`src/rtl/ipr1_trig_ctrl.sv`:
```
// ---------------------------------------------------------------------------
// ipr1_trig_ctrl
//
// Purpose: event trigger controller sitting between the frame datapath and
// the host. It watches the per-frame trigger from the datapath. After it has
// seen confirm_n consecutive hit frames it fires an event. A fire latches the
// centre-of-gravity location, counts the event and raises a level interrupt.
// A configurable holdoff then ignores the frames that follow. The block also
// shadows the host sensitivity and threshold values so that the datapath
// only sees changes at frame boundaries.
//
// Optional feature: define IPR1_TRIG_ROI_EN to qualify hits with a
// region-of-interest window. The window bounds are strict and are given by
// ROI_X1..ROI_Y2.
//
// Ports:
//   clk            rising-edge clock
//   reset_n        asynchronous active-low reset
//   frame_valid    datapath frame strobe; its falling edge marks end-of-frame
//   trig_in        datapath per-frame trigger, sampled at end-of-frame
//   cogx_i/cogy_i  datapath centre of gravity
//   arm/disarm     one-cycle host requests
//   confirm_n      consecutive hit frames needed to fire
//   holdoff_n      frames ignored after a fire
//   sens_cfg       host sensitivity
//   thr_cfg        host threshold
//   irq_ack        interrupt acknowledge
//   sensitivity_o  shadowed sensitivity to the datapath
//   threshold_o    shadowed threshold to the datapath
//   irq            event interrupt (level)
//   ovr            sticky overrun (fire while irq still pending)
//   state_o        FSM state: 0 IDLE, 1 ARMED, 2 CONFIRM, 3 HOLDOFF
//   evt_cogx/evt_cogy  location latched at the last fire
//   evt_count      saturating count of fired events
// ---------------------------------------------------------------------------
module ipr1_trig_ctrl #(
    parameter int CNT_W  = 16,
    parameter int ROI_X1 = 16,
    parameter int ROI_X2 = 48,
    parameter int ROI_Y1 = 16,
    parameter int ROI_Y2 = 48
) (
    input  logic             clk,
    input  logic             reset_n,
    input  logic             frame_valid,
    input  logic             trig_in,
    input  logic [7:0]       cogx_i,
    input  logic [7:0]       cogy_i,
    input  logic             arm,
    input  logic             disarm,
    input  logic [3:0]       confirm_n,
    input  logic [7:0]       holdoff_n,
    input  logic [7:0]       sens_cfg,
    input  logic [15:0]      thr_cfg,
    input  logic             irq_ack,
    output logic [7:0]       sensitivity_o,
    output logic [15:0]      threshold_o,
    output logic             irq,
    output logic             ovr,
    output logic [1:0]       state_o,
    output logic [7:0]       evt_cogx,
    output logic [7:0]       evt_cogy,
    output logic [CNT_W-1:0] evt_count
);

    typedef enum logic [1:0] {
        ST_IDLE    = 2'd0,
        ST_ARMED   = 2'd1,
        ST_CONFIRM = 2'd2,
        ST_HOLDOFF = 2'd3
    } state_t;

    localparam logic [7:0] ROI_X1_B = ROI_X1[7:0];
    localparam logic [7:0] ROI_X2_B = ROI_X2[7:0];
    localparam logic [7:0] ROI_Y1_B = ROI_Y1[7:0];
    localparam logic [7:0] ROI_Y2_B = ROI_Y2[7:0];

    state_t           state_q, state_d;
    logic             fv_q;
    logic [3:0]       hit_cnt_q, hit_cnt_d;
    logic [7:0]       hold_cnt_q, hold_cnt_d;
    logic             irq_q, irq_d;
    logic             ovr_q, ovr_d;
    logic [7:0]       evt_cogx_q, evt_cogx_d;
    logic [7:0]       evt_cogy_q, evt_cogy_d;
    logic [CNT_W-1:0] evt_count_q, evt_count_d;
    logic [7:0]       sens_q, sens_d;
    logic [15:0]      thr_q, thr_d;

    logic             eof;
    logic             in_roi;
    logic             hit;
    logic             fire;
    logic [4:0]       hit_cnt_inc;
    logic [7:0]       hold_cnt_dec;

    // End-of-frame is the falling edge of frame_valid. fv_q is cleared by
    // reset, so no eof is seen until frame_valid has been sampled high.
    assign eof = fv_q & ~frame_valid;

    assign in_roi = (cogx_i > ROI_X1_B) && (cogx_i < ROI_X2_B) &&
                    (cogy_i > ROI_Y1_B) && (cogy_i < ROI_Y2_B);

`ifdef IPR1_TRIG_ROI_EN
    assign hit = eof & trig_in & in_roi;
`else
    logic roi_unused;
    assign roi_unused = in_roi;
    assign hit = eof & trig_in;
`endif

    // Widened by one bit so the compare against confirm_n cannot wrap.
    assign hit_cnt_inc  = {1'b0, hit_cnt_q} + 5'd1;
    assign hold_cnt_dec = (hold_cnt_q == 8'd0) ? 8'd0 : hold_cnt_q - 8'd1;

    // -----------------------------------------------------------------------
    // State register
    // -----------------------------------------------------------------------
    always_ff @(posedge clk or negedge reset_n) begin
        if (!reset_n) begin
            state_q <= ST_IDLE;
        end else begin
            state_q <= state_d;
        end
    end

    // -----------------------------------------------------------------------
    // Next-state logic, including the confirm and holdoff counters
    // -----------------------------------------------------------------------
    always_comb begin
        state_d    = state_q;
        hit_cnt_d  = hit_cnt_q;
        hold_cnt_d = hold_cnt_q;
        fire       = 1'b0;

        case (state_q)
            ST_IDLE: begin
                if (arm) begin
                    state_d = ST_ARMED;
                end
            end
            ST_ARMED: begin
                if (hit) begin
                    hit_cnt_d = 4'd1;
                    if (confirm_n <= 4'd1) begin
                        fire = 1'b1;
                    end else begin
                        state_d = ST_CONFIRM;
                    end
                end
            end
            ST_CONFIRM: begin
                if (hit) begin
                    hit_cnt_d = hit_cnt_inc[3:0];
                    if (hit_cnt_inc >= {1'b0, confirm_n}) begin
                        fire = 1'b1;
                    end
                end else if (eof) begin
                    state_d   = ST_ARMED;
                    hit_cnt_d = 4'd0;
                end
            end
            ST_HOLDOFF: begin
                // trig_in is deliberately ignored here; only eof counts.
                if (eof) begin
                    hold_cnt_d = hold_cnt_dec;
                    if (hold_cnt_dec == 8'd0) begin
                        state_d = ST_ARMED;
                    end
                end
            end
            default: begin
                state_d = ST_IDLE;
            end
        endcase

        if (fire) begin
            hit_cnt_d = 4'd0;
            if (holdoff_n == 8'd0) begin
                state_d = ST_ARMED;
            end else begin
                state_d    = ST_HOLDOFF;
                hold_cnt_d = holdoff_n;
            end
        end

        // Disarm overrides everything, including a fire in the same cycle.
        if (disarm) begin
            state_d    = ST_IDLE;
            hit_cnt_d  = 4'd0;
            hold_cnt_d = 8'd0;
            fire       = 1'b0;
        end
    end

    // -----------------------------------------------------------------------
    // Output / event logic
    // -----------------------------------------------------------------------
    always_comb begin
        state_o     = state_q;
        evt_cogx_d  = evt_cogx_q;
        evt_cogy_d  = evt_cogy_q;
        evt_count_d = evt_count_q;

        // A fire in the same cycle as an ack keeps irq set.
        irq_d = fire | (irq_q & ~irq_ack);
        // Overrun is set by a fire that finds irq pending, and is cleared
        // only by an ack that does not coincide with a fire.
        ovr_d = (fire & irq_q) | (ovr_q & ~(irq_ack & ~fire));

        if (fire) begin
            evt_cogx_d = cogx_i;
            evt_cogy_d = cogy_i;
            if (evt_count_q != {CNT_W{1'b1}}) begin
                evt_count_d = evt_count_q + 1'b1;
            end
        end

        // Shadow registers follow the host freely while idle and otherwise
        // only at frame boundaries.
        if ((state_q == ST_IDLE) || eof) begin
            sens_d = sens_cfg;
            thr_d  = thr_cfg;
        end else begin
            sens_d = sens_q;
            thr_d  = thr_q;
        end
    end

    always_ff @(posedge clk or negedge reset_n) begin
        if (!reset_n) begin
            fv_q        <= 1'b0;
            hit_cnt_q   <= 4'd0;
            hold_cnt_q  <= 8'd0;
            irq_q       <= 1'b0;
            ovr_q       <= 1'b0;
            evt_cogx_q  <= 8'd0;
            evt_cogy_q  <= 8'd0;
            evt_count_q <= '0;
            sens_q      <= 8'd0;
            thr_q       <= 16'd0;
        end else begin
            fv_q        <= frame_valid;
            hit_cnt_q   <= hit_cnt_d;
            hold_cnt_q  <= hold_cnt_d;
            irq_q       <= irq_d;
            ovr_q       <= ovr_d;
            evt_cogx_q  <= evt_cogx_d;
            evt_cogy_q  <= evt_cogy_d;
            evt_count_q <= evt_count_d;
            sens_q      <= sens_d;
            thr_q       <= thr_d;
        end
    end

    assign sensitivity_o = sens_q;
    assign threshold_o   = thr_q;
    assign irq           = irq_q;
    assign ovr           = ovr_q;
    assign evt_cogx      = evt_cogx_q;
    assign evt_cogy      = evt_cogy_q;
    assign evt_count     = evt_count_q;

endmodule

```
`config.mk`:
```
export PLATFORM = sky130hd
export DESIGN_NAME = ipr1_trig_ctrl
export DESIGN_NICKNAME = d
export VERILOG_FILES = /design/src/rtl/ipr1_trig_ctrl.sv
export SDC_FILE = /design/constraint.sdc
export NUM_CORES = 1
export LEC_CHECK = 0
export BUFFER_PORTS_ARGS = -buffer_cell sky130_fd_sc_hd__buf_2
export CAP_MARGIN = 20
export CORE_MARGIN = 3
export CORE_UTILIZATION = 55
export CTS_BUF_LIST = sky130_fd_sc_hd__clkbuf_8
export CTS_CLUSTER_DIAMETER = 200
export DETAILED_ROUTE_END_ITERATION = 7
export GPL_ROUTABILITY_DRIVEN = 0
export PLACE_DENSITY_LB_ADDON = 0.05
export RECOVER_POWER = 25
export SLEW_MARGIN = 20
export SYNTH_ARGS = -nofsm -noshare
export SYNTH_HDL_FRONTEND = slang
export SYNTH_SLANG_ARGS = --single-unit
export TNS_END_PERCENT = 20
```
`constraint.sdc`:
```
create_clock -name clk -period 6.27 [get_ports clk]
set_input_delay 1.254 -clock clk [delete_from_list [all_inputs] [get_ports clk]]
set_output_delay 1.254 -clock clk [all_outputs]
set_load 0.05 [all_outputs]
```
After elaboration in Yosys (flattened, before gate mapping). Cells that the tools add are included.

Output and inout port bits: 60. Flip-flop bits (word level): 73. Input bits: 59. Logic and storage cells: 78.

Muxes and demuxes: 29. Bitwise logic cells: 12. Add/subtract/negate cells: 3. $lt $le $gt $ge: 2. Equal/unequal tests: 12. Reduce and logical (&&, ||, !) cells: 9.

Operators by type and width (number): $mux 8 (6); $ne 4x4->1 const B (7); $logic_not 8->1 (3); $mux 2 (10); $mux 4 (5); $add 16x1->16 const B (1); $ne 16x16->1 const B (1); $pmux 2 s4 (1); $pmux 4 s2 (1); $sub 8x1->8 const B (1); $reduce_and 7->1 (1); $and 1x1->1 (6); $add 4x1->5 const B (1); $ge 5x4->1 (1); $mux 1 (5); $ne 5x5->1 const B (1); $eq 2x2->1 const B (2); $le 4x1->1 const B (1); $not 1->1 (4); $reduce_bool 4->1 (1); $reduce_and 3->1 (1); $eq 2x1->1 const B (1); $logic_not 2->1 (1); $or 1x1->1 (2); 3 further kinds (3).

Longest topological paths before layout.
Depth after elaboration: 11. Mapped depth: 10. Mapped depth without buffers: 8.

Worst setup path after synthesis. OpenSTA, ideal clock, no wires.

Path kind: input -> register. From: input confirm_n[0]. To: register irq_q, in the netlist irq. Buffers on the path: 2. Stages on the path: 8. Arrival: 2909 ps. Required time: 6127 ps. Setup time: 143 ps. Slack: 3219 ps. Cell sequence: ha_1 -> nand2b_1 -> a211oi_1 -> o21a_1 -> or3_1 -> clkbuf_1 -> clkbuf_1 -> o21ai_0.

Cells in the longest elaborated chain, start to end: 6. Elaborated cells between the ends (all ways): 9. Classes of those cells: order compare (2); mux (6); bitwise (1).

Ends and longest elaborated chain: start, declared (line 51) `input logic [3:0] confirm_n,`; $ge 5x4->1 / $le 4x1->1 (equally long branches) (line 155, 145); $mux 1 (on tied branches) (line 155, 145); $mux 1 (on tied branches) (line 153, 143); $pmux 1 s2 * (line 136) `case (state_q)`; $mux 1 * (line 188) `if (disarm) begin`; $or 1x1->1 * (line 206) `irq_d = fire | (irq_q & ~irq_ack);`; net irq_d (line 82) `logic irq_q, irq_d;`; end signal, assigned (line 246) `irq_q <= irq_d;`; end, declared (line 82).

Mark *: on every way through the listed nets, which the timed path passes. The rest lies on a longest branch. A chain may end at the register's enable or synchronous reset.

Worst setup path after layout.
From: input confirm_n[0]. To: register state_q[1], in the netlist state_o[1].

Cells in the longest elaborated chain, start to end: 6. Elaborated cells between the ends (all ways): 17. Classes of those cells: order compare (2); eq/ne (7); mux (7); reduce/logical (1).

Ends and longest elaborated chain: $ge 5x4->1 / $le 4x1->1 (equally long branches) (line 155, 145); $mux 1 (on tied branches) (line 155, 145); $mux 1 (on tied branches) (line 153, 143); $pmux 1 s2 (line 136); $ne 4x4->1 (no line) / $mux 2 (equally long branches); $reduce_and 7->1 (no line) / $mux 2 (equally long branches); end signal, assigned (line 123) `state_q <= state_d;`; end, declared (line 78) `state_t state_q, state_d;`.

Several ways; a longest one is shown, not always the timed one.

==> results.md <==
- Outcome: complete, no violations
- Share of cells above drive strength 1: 34.92%
- Vias in the first global route: between 3000 and 4000
- Clock period minus worst slack: 2925 ps
- Slew margin rel.: approximately two fifths
- PortBufs: 118
- Design area: approximately 0.0046 mm2
- Worst Path Buf+Inv: 1
- Std cell rows: 29
- Top cell family by delay on the critical path: compound AO/OA/AOI/OAI gates
- R2R setup slack: between 3000 and 4000 ps
- CP Capture Type: flip-flop
- Vias per cell: 5.528
- Top-area cell type share of the netlist area: between 40% and 50%
- Pwr/cell area: 445.9 mW/mm2
- Post_cts resized: 0
- Crit start category: primary input
- Initial DRC Count: about 150
- Clk root buf: clkbuf_8
- Width of the die: slightly below 90 um
- Clk slew on worst S/H paths: 70 ps
- Critical path's most frequent cell: a21oi_1
- Number of synthesized flops with an enable pin: 0
- Diode count: 0
- CP max stage cell: a21oi_1
- Pre-antenna DRT Iters: 5
- Placed Area: 0.004380 mm2
- #FFs+latches synth: 73
- CP arrival: between 3000 and 4000 ps
- Nets: approximately 550
- Final Setup Violations: 0
- CTS tree: yes
- Count of cell types in the netlist: 57
- Mapped Cells: between 300 and 400
- Ports: between 100 and 150
- Fin. max-slew vios: 0
- Die footprint: approximately 0.0078 mm2
- Global-route wire length before repair: 13.68 mm
- Wire length per cell: 14.62 um
- Mapped Area: approximately 0.0037 mm2
- Final wirelength: between 8 and 9 mm
- Crit Path Max Fanout: 8
- Tcrit/Tclk final: between 40 and 50%
- Synth area leaders: dfrtp_1 49%, mux2_2 7.6%, nand2_1 6.0%, ha_1 4.4%, xor2_1 3.3%
- Synth Flop Type: dfrtp_1
- Clk_skew: between 7 and 8 ps
- Clk buf depth: 2
- Worst hold slack: between 400 and 500 ps
- # fillers: between 400 and 500
- Synth-to-Final Area Change: 24.38%
- Synth Net Count: roughly 440
- Post-layout util: between 70 and 80%
- DRC viols: 0
- Routed Antenna Nets: 0
- Ys Warns: 0
- RSZ-0062 raised after global routing: false
- FFs w/ async S/R, synth: 100.0%
- Avg Cell Area, Syn: about 10 um2
- Dominant cell type by area after synthesis: dfrtp_1
- Post-DP HPWL: slightly below 6 mm
- Vias: a little over 3000
- Max Clk Rate: 0.3418 GHz
- Post-CTS setup buffers: 0
- Worst VDD drop: around 350 uV
- Worst Hold Class: reg2reg
- CP cell instances: buf_2, ha_1, nand2b_1, a211oi_1, o21ai_1, a21oi_1, a311o_1, a21oi_1
- Grt ovf: 0
- Setup TNS: 0 ps
- Clock Latency Late Sink: about 340 ps
- Most frequent cells in the layout: 117 x buf_2, 73 x dfrtp_1, 59 x nand2_1, 25 x mux2_2, 19 x nor3_1
- CP Class: in2reg
- Slowest cell delay on critical path: ~550 ps
- Initial Util: 57.61%
- Clk sinks: 73
- Most common cell after layout, fill and taps aside: buf_2
- Worst path required time: between 6000 and 7000 ps
- H-tree depth: 3
- Pleak: roughly 2.4 nW
- Initial antenna violation count: 0
- Final Hold Vio Count: 0
- Die Y: between 80 and 90 um
- Register area share after synthesis: ~49%
- Total CTS buffers: 9
- Largest net degree at the start of global routing: between 70 and 80
- Hold Buf Count CTS: 0
- Gr usage total: about 22%
- Core Area: 0.006459 mm2
- Max cap viols: 0
- Slew @ Worst Pin: around 890 ps
worst paths after layout:
kind,start,endpoint,cells after the start
setup / recovery,confirm_n[0],state_o[1],8
hold / removal,evt_cogx[3],evt_cogx[3],2
setup reg to reg,hit_cnt_q[0],evt_count[13],9
hold reg to reg,evt_cogx[3],evt_cogx[3],2
max in group asynchronous,reset_n,evt_cogx[0],2
min in group asynchronous,reset_n,hold_cnt_q[2],2
Yosys cell counts (4+ instances only):
| cell type | number |
|---|---|
| mux2i_1 | 4 |
| nand2b_1 | 4 |
| nand3_1 | 14 |
| o21ai_0 | 4 |
| nand2_1 | 59 |
| clkbuf_1 | 16 |
| ha_1 | 13 |
| nor4_1 | 5 |
| a21oi_1 | 11 |
| xor2_1 | 14 |
| and2_1 | 4 |
| inv_1 | 13 |
| mux2_2 | 25 |
| nor3_1 | 20 |
| nor2_1 | 18 |
| a211oi_1 | 9 |
| nand4_1 | 4 |
| dfrtp_1 | 73 |
through the flow:
stage	power, mW	setup slack [ps]	std cells
6_report	2.064	3345	561
5_1_grt	2.173	3131	561
4_1_cts	2.078	3375	561
3_5_place_dp	1.632	3023	545
3_3_place_gp	1.613	3052	545
2_1_floorplan	1.406	3219	363
worst min-delay path: stages, from the launching register on:
cell and delay [ps]:
dfrtp_1 340, nand2_1 50, nand2_1 50
registers in the layout (all words and copies together), names as in the netlist, 2 cells and up:
| signal | flops |
|---|---|
| state_o | 2 |
| hold_cnt_q | 8 |
| sensitivity_o | 8 |
| evt_count | 16 |
| threshold_o | 16 |
| evt_cogx | 8 |
| evt_cogy | 8 |
| hit_cnt_q | 4 |
logic make-up (layout without fill, tap and decap cells):
family,after synthesis,in the layout,share of synthesized area (%)
mux,30,30,8.944
fa+ha+maj,13,13,4.371
flops,73,73,49.09
compound gates,53,53,10.79
xor+xnor,15,15,3.531
simple gates,149,149,20.21
buf+inv,30,151,3.060
where the power goes:
group | switching (mW) | total (mW) | leakage [nW] | internal (mW)
clock | 0.170 | 0.443 | 0.124 | 0.273
sequential | 0.0688 | 0.665 | 0.952 | 0.596
combinational | 0.684 | 0.956 | 1.32 | 0.272
total | 0.923 | 2.06 | 2.39 | 1.14
layer usage:
layer / vias up / track usage (%) / part of all wire, %
li1: 1525 / - / -
met1: 1469 / 28.06 / 42
met2: 95 / 36.85 / 50
met3: 12 / 4.749 / 6.1
met4: 0 / 9.203 / 1.7
met5: - / 0 / 0
final cells by class:
type                       instances  area [um2]  area share [%]
tap                               77       96.34           2.082
clock buffer                      10       137.6           2.974
multi-input combinational        260        1793           38.74
sequential                        73        1827           39.47
clock inverter                     6       106.4           2.298
inverter                          13       48.80           1.054
timing repair buffer             122       619.3           13.38
(Power assumes the default switching activity.)
